`src/rtl/axi_pkg.sv`:
```
// Shared AXI4 encodings, master state enum and small helpers for the burst master.
package axi_pkg;

    typedef enum logic [1:0] {
        BURST_FIXED = 2'b00,
        BURST_INCR  = 2'b01,
        BURST_WRAP  = 2'b10,
        BURST_RSVD  = 2'b11
    } burst_t;

    typedef enum logic [1:0] {
        RESP_OKAY   = 2'b00,
        RESP_EXOKAY = 2'b01,
        RESP_SLVERR = 2'b10,
        RESP_DECERR = 2'b11
    } resp_t;

    typedef enum logic [2:0] {
        ST_IDLE,
        ST_AW,
        ST_W,
        ST_B,
        ST_AR,
        ST_R,
        ST_DONE
    } state_t;

    // AxSIZE encoding: log2 of the bus width in bytes.
    function automatic logic [2:0] axi_size(input int data_width);
        logic [2:0] s;
        s = 3'd0;
        for (int i = 0; i < 8; i++) begin
            if ((data_width / 8) == (1 << i)) s = 3'(i);
        end
        return s;
    endfunction

    function automatic logic [1:0] resp_max(input logic [1:0] a, input logic [1:0] b);
        return (a > b) ? a : b;
    endfunction

endpackage

```
`src/rtl/axi_burst_check.sv`:
```
// Combinational legality check for a burst command; only the low 12 address bits
// matter because alignment and 4 KB crossing are both decided inside one page.
module axi_burst_check
    import axi_pkg::*;
#(
    parameter int DATA_WIDTH = 32,
    parameter int MAX_BEATS  = 256
) (
    input  logic [11:0] addr_lo,
    input  logic [7:0]  len,
    input  logic [1:0]  burst,
    output logic        ok
);

    localparam int BYTES = DATA_WIDTH / 8;

    logic [20:0] span_end;
    logic        aligned;
    logic        len_ok;
    logic        burst_ok;

    always_comb begin
        span_end = 21'(addr_lo) + (21'(len) + 21'd1) * 21'(BYTES);
        aligned  = (addr_lo & 12'(BYTES - 1)) == 12'd0;
        len_ok   = (int'(len) + 1) <= MAX_BEATS;
        burst_ok = 1'b0;
        case (burst_t'(burst))
            BURST_FIXED: burst_ok = (len <= 8'd15);
            BURST_INCR:  burst_ok = (span_end <= 21'd4096);
            BURST_WRAP:  burst_ok = (len == 8'd1) || (len == 8'd3) || (len == 8'd7) || (len == 8'd15);
            default:     burst_ok = 1'b0;
        endcase
        ok = aligned && len_ok && burst_ok;
    end

endmodule

```
`src/rtl/axi_burst_master.sv`:
```
// AXI4 burst master: command port plus write/read data streams, one transaction in flight.
//
// state | meaning
// IDLE  | cmd_ready high, waiting for a command
// AW    | write address presented, waiting for awready
// W     | write beats streamed from wr_t* to w*
// B     | waiting for the write response
// AR    | read address presented, waiting for arready
// R     | read beats streamed from r* to rd_t*
// DONE  | one-cycle completion pulse with the worst response
module axi_burst_master
    import axi_pkg::*;
#(
    parameter int ADDR_WIDTH = 32,
    parameter int DATA_WIDTH = 32,
    parameter int ID_WIDTH   = 4,
    parameter int MAX_BEATS  = 256
) (
    input  logic                    clk,
    input  logic                    rst,
    input  logic                    cmd_valid,
    output logic                    cmd_ready,
    input  logic                    cmd_write,
    input  logic [ADDR_WIDTH-1:0]   cmd_addr,
    input  logic [7:0]              cmd_len,
    input  logic [1:0]              cmd_burst,
    input  logic [ID_WIDTH-1:0]     cmd_id,
    input  logic                    wr_tvalid,
    output logic                    wr_tready,
    input  logic [DATA_WIDTH-1:0]   wr_tdata,
    input  logic [DATA_WIDTH/8-1:0] wr_tstrb,
    output logic                    rd_tvalid,
    input  logic                    rd_tready,
    output logic [DATA_WIDTH-1:0]   rd_tdata,
    output logic                    rd_tlast,
    output logic                    done_valid,
    output logic                    done_write,
    output logic [1:0]              done_resp,
    output logic [ID_WIDTH-1:0]     awid,
    output logic [ADDR_WIDTH-1:0]   awaddr,
    output logic [7:0]              awlen,
    output logic [2:0]              awsize,
    output logic [1:0]              awburst,
    output logic                    awvalid,
    input  logic                    awready,
    output logic [DATA_WIDTH-1:0]   wdata,
    output logic [DATA_WIDTH/8-1:0] wstrb,
    output logic                    wlast,
    output logic                    wvalid,
    input  logic                    wready,
    input  logic [ID_WIDTH-1:0]     bid,
    input  logic [1:0]              bresp,
    input  logic                    bvalid,
    output logic                    bready,
    output logic [ID_WIDTH-1:0]     arid,
    output logic [ADDR_WIDTH-1:0]   araddr,
    output logic [7:0]              arlen,
    output logic [2:0]              arsize,
    output logic [1:0]              arburst,
    output logic                    arvalid,
    input  logic                    arready,
    input  logic [ID_WIDTH-1:0]     rid,
    input  logic [DATA_WIDTH-1:0]   rdata,
    input  logic [1:0]              rresp,
    input  logic                    rlast,
    input  logic                    rvalid,
    output logic                    rready
);

    localparam logic [2:0] SIZE = axi_size(DATA_WIDTH);

    state_t                state;
    state_t                state_nxt;
    logic                  cmd_ok;
    logic [ADDR_WIDTH-1:0] addr_q;
    logic [7:0]            len_q;
    logic [1:0]            burst_q;
    logic [ID_WIDTH-1:0]   id_q;
    logic                  write_q;
    logic [7:0]            beat_cnt;
    logic [1:0]            resp_q;
    logic                  cmd_hs;
    logic                  w_hs;
    logic                  r_hs;
    logic                  last_beat;
    logic [1:0]            r_resp_eff;

    axi_burst_check #(
        .DATA_WIDTH (DATA_WIDTH),
        .MAX_BEATS  (MAX_BEATS)
    ) u_check (
        .addr_lo (cmd_addr[11:0]),
        .len     (cmd_len),
        .burst   (cmd_burst),
        .ok      (cmd_ok)
    );

    assign cmd_hs    = cmd_valid && cmd_ready;
    assign w_hs      = wvalid && wready;
    assign r_hs      = rvalid && rready;
    assign last_beat = (beat_cnt == len_q);

    // A protocol slip on a read beat (wrong id, rlast out of step) is reported as at least SLVERR.
    assign r_resp_eff = ((rid != id_q) || (rlast != last_beat)) ? resp_max(rresp, RESP_SLVERR) : rresp;

    always_ff @(posedge clk) begin
        if (rst) state <= ST_IDLE;
        else     state <= state_nxt;
    end

    always_comb begin
        state_nxt = state;
        case (state)
            ST_IDLE: if (cmd_valid) state_nxt = !cmd_ok ? ST_DONE : (cmd_write ? ST_AW : ST_AR);
            ST_AW:   if (awready) state_nxt = ST_W;
            ST_W:    if (w_hs && last_beat) state_nxt = ST_B;
            ST_B:    if (bvalid) state_nxt = ST_DONE;
            ST_AR:   if (arready) state_nxt = ST_R;
            ST_R:    if (r_hs && last_beat) state_nxt = ST_DONE;
            ST_DONE: state_nxt = ST_IDLE;
            default: state_nxt = ST_IDLE;
        endcase
    end

    always_comb begin
        cmd_ready  = (state == ST_IDLE);
        awvalid    = (state == ST_AW);
        wvalid     = (state == ST_W) && wr_tvalid;
        wr_tready  = (state == ST_W) && wready;
        wlast      = (state == ST_W) && last_beat;
        bready     = (state == ST_B);
        arvalid    = (state == ST_AR);
        rready     = (state == ST_R) && rd_tready;
        rd_tvalid  = (state == ST_R) && rvalid;
        rd_tlast   = (state == ST_R) && last_beat;
        done_valid = (state == ST_DONE);
    end

    always_ff @(posedge clk) begin
        if (rst) begin
            addr_q   <= '0;
            len_q    <= '0;
            burst_q  <= '0;
            id_q     <= '0;
            write_q  <= 1'b0;
            beat_cnt <= '0;
            resp_q   <= RESP_OKAY;
        end else begin
            if (cmd_hs) begin
                addr_q   <= cmd_addr;
                len_q    <= cmd_len;
                burst_q  <= cmd_burst;
                id_q     <= cmd_id;
                write_q  <= cmd_write;
                beat_cnt <= '0;
                resp_q   <= cmd_ok ? RESP_OKAY : RESP_SLVERR;
            end
            if (w_hs || r_hs) beat_cnt <= beat_cnt + 8'd1;
            if (bvalid && bready) resp_q <= (bid != id_q) ? RESP_SLVERR : bresp;
            if (r_hs) resp_q <= resp_max(resp_q, r_resp_eff);
        end
    end

    assign awid       = id_q;
    assign awaddr     = addr_q;
    assign awlen      = len_q;
    assign awsize     = SIZE;
    assign awburst    = burst_q;
    assign arid       = id_q;
    assign araddr     = addr_q;
    assign arlen      = len_q;
    assign arsize     = SIZE;
    assign arburst    = burst_q;
    assign wdata      = wr_tdata;
    assign wstrb      = wr_tstrb;
    assign rd_tdata   = rdata;
    assign done_write = write_q;
    assign done_resp  = resp_q;

endmodule
```
`config.mk`:
```
export PLATFORM = sky130hd
export DESIGN_NAME = axi_burst_master
export DESIGN_NICKNAME = d
export VERILOG_FILES = /design/src/rtl/axi_pkg.sv /design/src/rtl/axi_burst_check.sv /design/src/rtl/axi_burst_master.sv
export SDC_FILE = /design/constraint.sdc
export NUM_CORES = 1
export LEC_CHECK = 0
export BUFFER_PORTS_ARGS = -buffer_cell sky130_fd_sc_hd__buf_2
export CORE_UTILIZATION = 25
export DETAILED_ROUTE_END_ITERATION = 10
export GPL_TIMING_DRIVEN = 1
export PLACE_DENSITY = 0.53
export SYNTH_ARGS = -nofsm -noshare
export SYNTH_HDL_FRONTEND = slang
export SYNTH_SLANG_ARGS = --single-unit
```
`constraint.sdc`:
```
create_clock -name clk -period 2.35 [get_ports clk]
set_input_delay 0.1175 -clock clk [delete_from_list [all_inputs] [get_ports clk]]
set_output_delay 0.1175 -clock clk [all_outputs]
set_load 0.02 [all_outputs]
```
# After elaboration in Yosys (flattened, before gate mapping)

Index checks and enable logic that the tools add are counted.

Flip-flop bits (word level): 60
Latch bits: 0
Bits in writable memories: 0
Bits in read-only memories: 0
Input bits: 138
Memories: 0

Add/subtract/negate cells: 4
Multipliers: 0
Divide/modulo/power cells: 0
Order comparisons: 5
Equal/unequal tests: 23
Shift operators: 0
Mux-type cells: 20
Bitwise gates (word level): 0
Reductions and logical operators: 26

Operator list:

| operator                                                                           | count |
|---|---|
| 32-bit by 10-bit less-or-equal comparator with 1-bit output, second input constant | 1 |
| 3-bit 2-to-1 mux                                                                   | 8 |
| 12-bit by 21-bit adder with 21-bit output                                          | 1 |
| 21-bit by 13-bit less-or-equal comparator with 1-bit output, second input constant | 1 |
| 8-bit by 1-bit adder with 9-bit output, second input constant                      | 2 |
| 3-bit case mux with 6 select lines                                                 | 1 |
| 2-bit 2-to-1 mux                                                                   | 8 |
| 8-bit 2-to-1 mux                                                                   | 2 |
| 1-bit logical AND                                                                  | 14 |
| 12-bit zero test                                                                   | 1 |
| 2-bit inequality test, second input constant                                       | 5 |
| 3-bit == test, second input constant                                               | 3 |
| 8-bit by 1-bit adder with 8-bit output, second input constant                      | 1 |
| 8-bit by 1-bit == test with 1-bit output, second input constant                    | 1 |
| 8-bit by 2-bit == test with 1-bit output, second input constant                    | 1 |
| 8-bit by 3-bit == test with 1-bit output, second input constant                    | 1 |
| 8-bit by 4-bit == test with 1-bit output, second input constant                    | 1 |
| 8-bit == test                                                                      | 1 |
| 8-bit by 4-bit less-or-equal comparator with 1-bit output, second input constant   | 1 |
| 4-bit inequality test                                                              | 2 |
| 3-bit by 2-bit == test with 1-bit output, second input constant                    | 2 |
| 6-bit AND reduction                                                                | 1 |
| 1-bit logical OR                                                                   | 5 |
| 2-bit by 1-bit inequality test with 1-bit output, second input constant            | 2 |
| 12 further kinds                                                                   | 12 |

# Longest topological paths before layout

Gate-level depths: netlist (run 1).

Depth in word-level cells: 10
Mapped depth: 12

# Modules after synthesis

A second synthesis (run 1) with hierarchy kept.

Cell total of the unflattened synthesis: 558
Area, all modules: 4312.9 um^2

By module, submodules not included:

| module           | times used | cells an instance | area an instance (um^2) | seq. area each (um^2) |
|---|---|---|---|---|
| axi_burst_master | 1          | 477               | 3719.8                  | 1201.2 |
| axi_burst_check  | 1          | 81                | 593.1                   | 0.0 |

# Worst setup path after synthesis (run 1)

OpenSTA, ideal clock, no wires.

Path kind: input to register
Start: input cmd_len[1]
End: register state[2]
Arrival time: 2.186 ns
Data required time: 2.233 ns
Setup slack: 0.047 ns
Stages on the path: 10
Path buffers: 0
Path through: inv_1 ha_1 inv_1 fa_1 a211oi_2 or4b_1 o311ai_1 nor4b_1 nand4_2 a32o_1

Longest elaborated chain between the ends: 9

RTL lines:

| item                                                                              | line                    | text |
|---|---|---|
| start: declaration                                                                | axi_burst_master.sv:25  | `input logic [7:0] cmd_len,` |
| branches (longest 5 deep; another with 12-bit by 21-bit adder with 21-bit output) | --                      |  |
| 1-bit logical AND *                                                               | axi_burst_check.sv:33   | `ok = aligned && len_ok && burst_ok;` |
| 3-bit 2-to-1 mux * (2 in a row)                                                   | axi_burst_master.sv:114 | `ST_IDLE: if (cmd_valid) state_nxt = !cmd_ok ? ST_DONE : (cmd_write ? ST_AW : ST_AR);` |
| 3-bit case mux with 6 select lines *                                              | axi_burst_master.sv:113 | `case (state)` |
| end signal: assignment                                                            | axi_burst_master.sv:108 | `else state <= state_nxt;` |
| end: declaration                                                                  | axi_burst_master.sv:72  | `state_t state;` |

Every way passes the cells marked *. The select of a mux whose other input is x is not followed.
A chain may end at the register's enable or synchronous reset.

# Worst setup path in the final report (run 1)

Start: register len_q[5], in the netlist arlen[5]
End: register resp_q[0], in the netlist done_resp[0]

Longest elaborated chain between the ends: 7

RTL lines:

| item                            | line                    | text |
|---|---|---|
| start: declaration              | axi_burst_master.sv:76  | `logic [7:0] len_q;` |
| start signal: assignment        | axi_burst_master.sv:151 | `len_q <= cmd_len;` |
| 8-bit == test *                 | axi_burst_master.sv:101 | `assign last_beat = (beat_cnt == len_q);` |
| 1-bit inequality test *         | axi_burst_master.sv:104 | `assign r_resp_eff = ((rid != id_q) \|\| (rlast != last_beat)) ? resp_max(rresp, RESP_SLVERR) : rresp;` |
| 1-bit logical OR *              | axi_burst_master.sv:104 |  |
| 2-bit 2-to-1 mux *              | axi_burst_master.sv:104 |  |
| 2-bit greater-than comparator   | axi_pkg.sv:39           | `return (a > b) ? a : b;` |
| 2-bit inequality test (no line) | --                      |  |
| 2-bit AND reduction (no line)   | --                      |  |
| end signal: assignment          | axi_burst_master.sv:156 | `resp_q <= cmd_ok ? RESP_OKAY : RESP_SLVERR;` |
| end signal: assignment          | axi_burst_master.sv:159 | `if (bvalid && bready) resp_q <= (bid != id_q) ? RESP_SLVERR : bresp;` |
| end signal: assignment          | axi_burst_master.sv:160 | `if (r_hs) resp_q <= resp_max(resp_q, r_resp_eff);` |
| end: declaration                | axi_burst_master.sv:81  | `logic [1:0] resp_q;` |

Mark *: on every way between the ends. The rest lies on a longest branch, timed or not. The select of a mux whose other input is x is not followed.

==> run metrics, run 1 <==
max-slew violation count=0; max-cap check violation count=0; Port Buffer Count=175; Yosys reg bits=60; number of H-tree levels=3; setup_tns=0 ns; hold_buf cts=0; Required @ worst endpoint=~2.6 ns; Synth Instances=between 500 and 600; mux cell area share after synthesis=less than 1%; CTS tree=done; final core occ=32.65%; Antenna Nets Post-Route=0; Synth Area in Compound Gates=13.90%; Routed wire per std cell=14.40 µm; detailed placer's ending HPWL=10020 µm; Crit Path Class=flip-flop to flip-flop; Starting Density=about a quarter; Mean Syn Cell Area=7.518 µm²; area of the core=16760 µm²; Post-Synth XOR/XNOR Area=5.663%; ratio of cells with drive above 1 in the final layout=43.93%; DR iter-0 viols=around 210; Yosys cell types=51; Async SR Flop Fraction=0%; Post-route DRC=0; Buf/Inv on CP=2; nets=841; GRT Util Overall=between 10% and 20%; Sequential Area=1220 µm²; RSZ-0062 raised after global routing=yes; Synth Area in Simple Gates=23.03%; CTS clk-pin slew, worst paths=0.06 ns; Core Rows=47; Fin. Hold Viols=0; Worst path top cell family by delay=compound AO/OA/AOI/OAI gates; vias=4007; largest net degree at the start of global routing=49; Clock Sinks=60; synth warn=0; Total Wirelength=13130 µm; Leakage=2.599 nW; Slowest-stage cell, CP=dfxtp_2; Synth-to-Final Area Change=26.38%; Critical Path Sink Type=flip-flop; sequential fraction of the synthesis area=27.74%; Ant. Diodes=0; leading register cell type out of synthesis=dfxtp_1; most frequent cell on the critical path=buf_4; CP arrival=approximately 2.6 ns; fin worst setup slack=approximately 0.00068 ns; IO Count=approximately 320; largest family of logic cells by synthesized area=buffers and inverters; Max-slew headroom=55.98%; CTS root buf=clkbuf_16; Max Fclk=~430 MHz; maximum root-to-sink buffer count=2; router iterations before antenna repair=4; worst vdd ir=437.4 µV; Die ar.=17850 µm²; type of the worst min-delay path=input pin to flip-flop; Worst Path Max Fanout=3; initial antenna violation count=0; Die Wd=roughly 130 µm; Post-Synth Adder-Cell Area=4.507%; worst-margin pin slew=0.6603 ns; startpoint type of the worst setup path=flip-flop; Fill cells=1858; DR vias/cell=4.394; Num CTS Buffers=9; status=finished clean; number of synthesized flops with an enable pin=0; Pwr Density=943.6 nW/µm²; total grt overflow=0; global placer's final weighted congestion=about 0.89; Post-Syn Area=between 4000 and 5000 µm²; Multi-input gate area=~2200 µm²; Place WS=-0.4197 ns; crit-path cells=xnor2_2 -> nand4_1 -> buf_4 -> nor3_4 -> nor3b_2 -> o21a_1 -> ha_1 -> a21oi_2 -> a22oi_2 -> buf_4 -> o21ai_2 -> a31oi_1; vias in the first global route=3729; first-pass GRT wire length=about 20000 µm; Setup violations, final=0; Clock Latency Late Sink=0.34 ns; Final min period=2.349 ns; Worst path max stage delay=0.34 ns; die height=133.6 µm; skew final=0.008453 ns; final period utilization=roughly 100%
## kinds of logic (layout without fill, tap and decap cells)
logic type               count (synthesis)  after routing
AO/OA/AOI/OAI                          103            103
XOR/XNOR                                28             28
adder cells (fa/ha/maj)                 15             15
buffers and inverters                  157            269
flip-flops                              60             60
multiplexers                             2              2
other                                    2              6
AND/OR/NAND/NOR                        209            209
## metal layers
metal  global-route usage [%]  wire length, µm  part of all wire [%]  vias to the layer above
li1                         -                -                     -                     2030
met1                    19.63             6164                    47                     1816
met2                    22.69             5883                    45                      137
met3                    2.968              774                   5.9                       24
met4                    7.639              310                   2.4                        0
met5                        0                0                     0                        -
## flip-flops by register name (all words and copies together), names as in the netlist
name        flops
araddr         32
arburst         2
arid            4
arlen           8
beat_cnt        8
done_resp       2
done_write      1
state           3
## power by group
part | leakage [nW] | switching [mW] | total, mW | internal, mW
Clock | 0.147 | 0.489 | 1.39 | 0.901
Combinational | 1.96 | 1.47 | 2.41 | 0.938
Sequential | 0.497 | 0.149 | 1.37 | 1.22
## cells in the mapped netlist, types with 2 or more instances
master    instances  area (µm²)
a211oi_2          3       37.54
a21o_1            3       22.52
a21oi_1          68       340.3
a32o_1            2       20.02
and2_1            6       37.54
and3_1            5       31.28
buf_2             9       45.04
buf_4           123       923.4
clkbuf_1         13       48.80
conb_1            2       7.510
dfxtp_1          60        1201
ha_1             14       175.2
inv_1            12       45.04
mux2i_1           2       20.02
nand2_1         108       405.4
nand2b_1          3       18.77
nand3_1          12       60.06
nand3b_1          6       45.04
nand4_1          11       68.82
nor2_1           20       75.07
nor2b_1           3       18.77
nor3_1           14       70.07
nor3b_1           4       30.03
nor4_1            5       31.28
nor4b_1           3       26.28
o21ai_0          12       60.06
o22ai_1           3       18.77
xnor2_1          19       166.4
xor2_1            9       78.83
## worst min-delay path: stages
cell	delay, ns
buf_2	0.09
nand2_1	0.04
a21oi_1	0.05
## stage by stage
| stage | area [µm²] | total power [mW] | instances | hold WS (ns) |
|---|---|---|---|---|
| after floorplan | 4345 | 3.139 | 580 | 0.2535 |
| after global placement | 4976 | 3.677 | 894 | 0.2351 |
| after detailed placement | 4976 | 3.684 | 894 | 0.2351 |
| after CTS | 5300 | 5.117 | 909 | 0.0009177 |
| after global routing | 5473 | 5.506 | 912 | 0.009688 |
| final | 5473 | 5.164 | 912 | 0.01279 |
## repair_timing
action / in CTS / in global routing
resized for setup: 4 / 40
pin swaps: 1 / 24
buffers inserted: 0 / 3
setup endpoints to repair: 4 / 5
## worst paths after layout
kind | from | to | slack [ns] | cells after the start
min | cmd_addr[30] | araddr[30] | 0.01 | 3
max reg2reg | arlen[5] | done_resp[0] | 0.0007 | 12
min reg2reg | done_write | done_write | 0.46 | 2
max | arlen[5] | done_resp[0] | 0.0007 | 12
## layout make-up
class / instances / share of cell area, %
Sequential cell: 60 / 22.29
Clock buffer: 12 / 4.870
Inverter: 12 / 0.8230
Tap cell: 220 / 5.030
Clock inverter: 3 / 0.8230
Timing Repair Buffer: 242 / 25.42
Multi-Input combinational cell: 363 / 40.74
## placed cells by master, fill, tap and decap left out, types with 11 or more instances in the layout
| cell | n |
|---|---|
| nand3_1 | 12 |
| xnor2_1 | 13 |
| buf_2 | 175 |
| dfxtp_1 | 47 |
| dfxtp_2 | 12 |
| nor2_1 | 19 |
| buf_4 | 66 |
| nand4_1 | 11 |
| nor3_1 | 13 |
| a21oi_1 | 66 |
| nand2_1 | 107 |
| inv_1 | 12 |
Note: power is estimated with default switching activity, not from simulation.
==> inputs of run 2 (changes only) <==
Settings changed: PLACE_DENSITY 0.53 to unset.
==> run 2 against run 1 <==
Against the previous run:
- routed wire length fell by 1.2%
- sequential power barely moved
- sequential cell count did not move
- non-clock buffer count fell by 12
- worst setup slack improved by 0.022 ns
- clock-buffer cell count rose by 1
- worst hold slack improved by 0.0031 ns
- critical path depth did not move
- power fell by 2.3%
- final cell count fell by 1.3%
- maximum frequency rose by 0.95%
- via count rose by 1.4%
- largest power group unchanged
==> run metrics, run 2 (synthesis gave the netlist of run 1 again) <==
nets=829 (-1.4%); setup_tns=0 ns (unchanged); CP arrival=2.54 ns (-0.02 ns); commonest non-fill, non-tap cell in the layout=buf_2; Slowest-stage cell, CP=dfxtp_2; maximum root-to-sink buffer count=2 (unchanged); max-slew violation count=0 (unchanged); hold depth=3 (unchanged); total grt overflow=0 (unchanged); worst r2r src=arlen[3]; Die ar.=17850 µm² (unchanged); Final min period=2.327 ns (-0.02221 ns); RSZ-0062 raised after global routing=yes; detailed placer's ending HPWL=9727 µm (-2.9%); CTS tree=done; Required @ worst endpoint=2.56 ns (about the same); most frequent cells in the layout=buf_2, nand2_1, a21oi_1; DR iter-0 viols=186 (-10%); Ant. Diodes=0 (unchanged); Leakage=2.548 nW (-2.0%); area of the core=16760 µm² (unchanged); Synth-to-Final Area Change=23.92%; hold path start=cmd_addr[23]; GRT Util Overall=14.34% (-0.49 points); Critical Path Stages=12 (unchanged); Worst Path Max Fanout=4 (+1); ratio of cells with drive above 1 in the final layout=41.03% (-2.9 points); Critical R2R Capture=done_resp[1]; Clock Latency Late Sink=0.34 ns (about the same); max-cap check violation count=0 (unchanged); DR vias/cell=4.513 (+2.7%); type of the worst min-delay path=input pin to flip-flop; Buf/Inv on CP=2 (unchanged); Fin. Hold Viols=0 (unchanged); Critical Path Sink Type=flip-flop; Post-route DRC=0 (unchanged); Worst path max stage delay=0.34 ns (about the same); Hold WS=0.01586 ns (+0.003072 ns); Routed wire per std cell=14.41 µm (about the same); Pwr Density=939.9 nW/µm² (-0.39%); vias=4062 (+1.4%); first-pass GRT wire length=19700 µm (-3.2%); Max Fclk=429.7 MHz (+0.95%); startpoint type of the worst setup path=flip-flop; crit-path cells=xnor2_1 -> nand4_1 -> buf_4 -> nor3_4 -> nor4b_2 -> buf_4 -> ha_4 -> a21oi_2 -> a21oi_1 -> a22oi_2 -> nor2b_4 -> a211oi_2; initial antenna violation count=0 (unchanged); Setup violations, final=0 (unchanged); IO Count=318 (unchanged); Starting Density=25.84% (unchanged); final period utilization=99.03% (-0.95 points); Reg2Reg Setup Slack=0.02 ns (+0.02 ns); Num CTS Buffers=9 (unchanged); skew final=0.006585 ns (-0.001868 ns); Total Wirelength=12970 µm (-1.2%); Worst path top cell family by delay=simple AND/OR/NAND/NOR gates; largest net degree at the start of global routing=50 (+2.0%); number of H-tree levels=3 (unchanged); Clock Sinks=60 (unchanged); status=finished clean; global placer's final weighted congestion=0.8828 (-0.83%); max reg flops=32 (unchanged); Port Buffer Count=175 (unchanged); Core Rows=47 (unchanged); Hold Path Sink=araddr[23]; most frequent cell on the critical path=buf_4; Tot Pwr=5.044 mW (-2.3%); worst vdd ir=429.2 µV (-1.9%); Worst R2R Path Depth=12 (unchanged); vias in the first global route=3690 (-1.0%); CTS clk-pin slew, worst paths=0.05 ns (about the same); CTS root buf=clkbuf_16; Crit Path Class=flip-flop to flip-flop; router iterations before antenna repair=5 (+1); die height=133.6 µm (unchanged); Antenna Nets Post-Route=0 (unchanged); Die Wd=133.6 µm (unchanged)
[run 2: where the power goes]
part           switching, mW  internal, mW
clock                  0.461         0.842
sequential             0.174          1.22
combinational           1.45         0.904
total                   2.08          2.96
[run 2: area by class of cell]
cell class	count	area [µm²]
fillers	1799	11390
multi-input cells	363	2230
repair buffers	230	1319
flip-flops and latches	60	1212
well taps	220	275.3
clock buffers	13	250.2
inverters	12	45.04
clock inverters	2	35.03
[run 2: worst max path at each step]
stage                         endpoint         from  slack [ns]
after global placement        state[2]   cmd_len[1]       -0.25
after global routing      done_resp[1]  beat_cnt[2]       -0.11
after floorplan               state[2]   cmd_len[1]        0.05
after CTS                 done_resp[1]  beat_cnt[7]        0.02
after detailed placement      state[2]   cmd_len[0]       -0.29
final                     done_resp[1]     arlen[3]        0.02
[run 2: worst reg2reg max path: stages (launching register included)]
cell      delay (ns)
dfxtp_2         0.34
xnor2_1         0.16
nand4_1         0.21
buf_4           0.22
nor3_4          0.20
nor4b_2         0.07
buf_4           0.15
ha_4            0.21
a21oi_2         0.12
a21oi_1         0.06
a22oi_2         0.25
nor2b_4         0.20
a211oi_2        0.04
[run 2: per-layer routing]
layer / share of wire, % / global-route usage [%]
met2: 45 / 22.48
met5: 0 / 0
met3: 6.3 / 3.349
met1: 45 / 18.10
met4: 3.2 / 7.828
[run 2: stage by stage]
| stage | cells | worst slack [ns] | area (µm²) | utilization [%] |
|---|---|---|---|---|
| 5_1_grt | 900 | -0.1102 | 5366 | 32.02 |
| 2_1_floorplan | 580 | 0.04663 | 4345 | - |
| 3_3_place_gp | 882 | -0.2470 | 4898 | 29.23 |
| 6_report | 900 | 0.02289 | 5366 | 32.02 |
| 3_5_place_dp | 882 | -0.2919 | 4898 | 29.23 |
| 4_1_cts | 898 | 0.01723 | 5202 | 31.04 |
[run 2: what timing repair did]
item,in CTS,in global routing
hold buffers,1,0
gates cloned,0,0
endpoints found under the hold margin,1,0
pin swaps,1,17
gates resized for setup,4,34
buffers inserted,0,2
endpoints found under the setup margin,2,5
==> inputs of run 3 (changes only) <==
Settings changed: CORE_AREA set to 2 2 122 124, CORE_UTILIZATION 25 to unset, DIE_AREA set to 0 0 124 126, PLACE_DENSITY set to 0.65.
==> run 3 against run 2 <==
Against the previous run:
- die area decreased by 12%
- sequential power barely moved
- critical path depth stayed put
- critical path type unchanged
==> run metrics, run 3 (synthesis gave the netlist of run 1 again) <==
Pwr Density=972.3 nW/µm² (+3.4%); commonest non-fill, non-tap cell in the layout=buf_2; Slowest-stage cell, CP=dfxtp_1; maximum root-to-sink buffer count=2 (unchanged); ratio of cells with drive above 1 in the final layout=41.46% (+0.43 points); DR vias/cell=4.642 (+2.9%); die height=126 µm (-5.7%); final period utilization=97.72% (-1.3 points); global placer's final weighted congestion=0.8889 (+0.69%); largest net degree at the start of global routing=53 (+6.0%); Final Non-Filler Cells=869 (-3.4%); Worst path top cell family by delay=simple AND/OR/NAND/NOR gates; Ant. Diodes=0 (unchanged); Core Rows=44 (-6.4%); most frequent cell on the critical path=buf_4; Clock Latency Late Sink=0.33 ns (about the same); Critical Path Sink Type=flip-flop; CTS clk-pin slew, worst paths=0.05 ns (about the same); DP Cell Count=849 (-3.7%); DR iter-0 viols=141 (-24%); most frequent cells in the layout=buf_2, nand2_1, a21oi_1; nets=833 (+0.48%); Total Wirelength=12400 µm (-4.4%); initial antenna violation count=0 (unchanged); worst-margin pin slew=0.5027 ns; RSZ-0062 raised after global routing=yes; met1 GRT Util=19.43% (+1.3 points); Antenna Nets Post-Route=0 (unchanged); GRT Util Overall=15.19% (+0.85 points); type of the worst min-delay path=input pin to flip-flop; Worst path max stage delay=0.33 ns (about the same); Port Buffer Count=175 (unchanged); area of the core=14310 µm² (-15%); startpoint type of the worst setup path=flip-flop; met3 Use GR=3.623% (+0.27 points); Post-route DRC=0 (unchanged); vias in the first global route=3568 (-3.3%); skew final=0.007104 ns (+0.0005182 ns); Crit Path Class=flip-flop to flip-flop; max-slew violation count=0 (unchanged); Max-slew headroom=66.48%; Worst Path Max Fanout=4 (unchanged); detailed placer's ending HPWL=9175 µm (-5.7%); Die ar.=15620 µm² (-12%); setup_tns=0 ns (unchanged); Leakage=2.590 nW (+1.6%); Fin. Hold Viols=0 (unchanged); max-cap check violation count=0 (unchanged); Num CTS Buffers=9 (unchanged); CTS tree=done; Required @ worst endpoint=2.56 ns (about the same); first-pass GRT wire length=18310 µm (-7.1%); number of H-tree levels=3 (unchanged); Max Fclk=435.4 MHz (+1.3%); worst vdd ir=384.1 µV (-10%); Setup violations, final=0 (unchanged); IO Count=318 (unchanged); Hold WS=0.01682 ns (+0.0009596 ns); Final min period=2.297 ns (-0.03058 ns); vias=4034 (-0.69%); Synth-to-Final Area Change=24.07%; total grt overflow=0 (unchanged); busiest layer in global routing=met2; Starting Density=30.25% (+4.4 points); Buf/Inv on CP=2 (unchanged); CP arrival=2.50 ns (-0.04 ns); router iterations before antenna repair=6 (+1); Routed wire per std cell=14.27 µm (-0.99%); Die Wd=124 µm (-7.2%); Clock Sinks=60 (unchanged); max reg flops=32 (unchanged); CTS root buf=clkbuf_16; crit-path cells=xnor2_2 -> nand4_1 -> buf_4 -> nor3_4 -> buf_4 -> nor4b_4 -> ha_4 -> a21oi_2 -> a21oi_1 -> a22oi_2 -> nor2b_4 -> a211oi_2; status=finished clean; M2 GR Usage=24.40% (+1.9 points)
[run 3: per-stage QoR]
step	cell area, µm²	setup WS, ns	total power [mW]	utilization [%]
final	5373	0.05347	5.224	37.54
after global routing	5373	-0.07350	5.554	37.54
after CTS	5219	0.00005929	5.150	36.46
after detailed placement	4876	-0.3453	3.645	34.06
after global placement	4876	-0.2596	3.627	34.06
after floorplan	4345	0.04663	3.139	-
[run 3: path summary, 6_finish.rpt]
| check | start | endpoint | slack, ns | cells after the start |
|---|---|---|---|---|
| worst max-delay path | beat_cnt[0] | done_resp[1] | 0.05 | 12 |
| worst max register to register | beat_cnt[0] | done_resp[1] | 0.05 | 12 |
| worst min register to register | done_write | done_write | 0.46 | 2 |
| worst min-delay path | cmd_addr[19] | araddr[19] | 0.02 | 3 |
[run 3: per-layer routing]
metal  wire length [µm]  vias to the layer above
met5                  0                        -
met4                280                        0
met3                834                       29
met2               5691                      138
met1               5594                     1850
li1                   -                     2017
[run 3: final cells by class]
class	count	area (µm²)
fill	1543	8941
multi-input combinational	363	2216
timing repair buffer	234	1344
sequential	60	1209
clock buffer	13	260.3
tap	184	230.2
clock inverter	3	68.82
inverter	12	45.04
[run 3: report_power, final]
group | internal, mW | leakage (nW) | switching, mW
clock network | 0.988 | 0.160 | 0.474
registers | 1.22 | 0.493 | 0.156
logic | 0.932 | 1.94 | 1.46
[run 3: tightest hold or removal path: stages]
cell and delay [ns]:
buf_2 0.09, nand2_1 0.04, a21oi_1 0.05
[run 3: repair_timing]
item,4_1_cts,5_1_grt
setup buffers,0,5
pin swaps,1,10
cloned,0,0
resized for setup,3,30
setup endpoints to repair,2,5
hold buffers,0,0
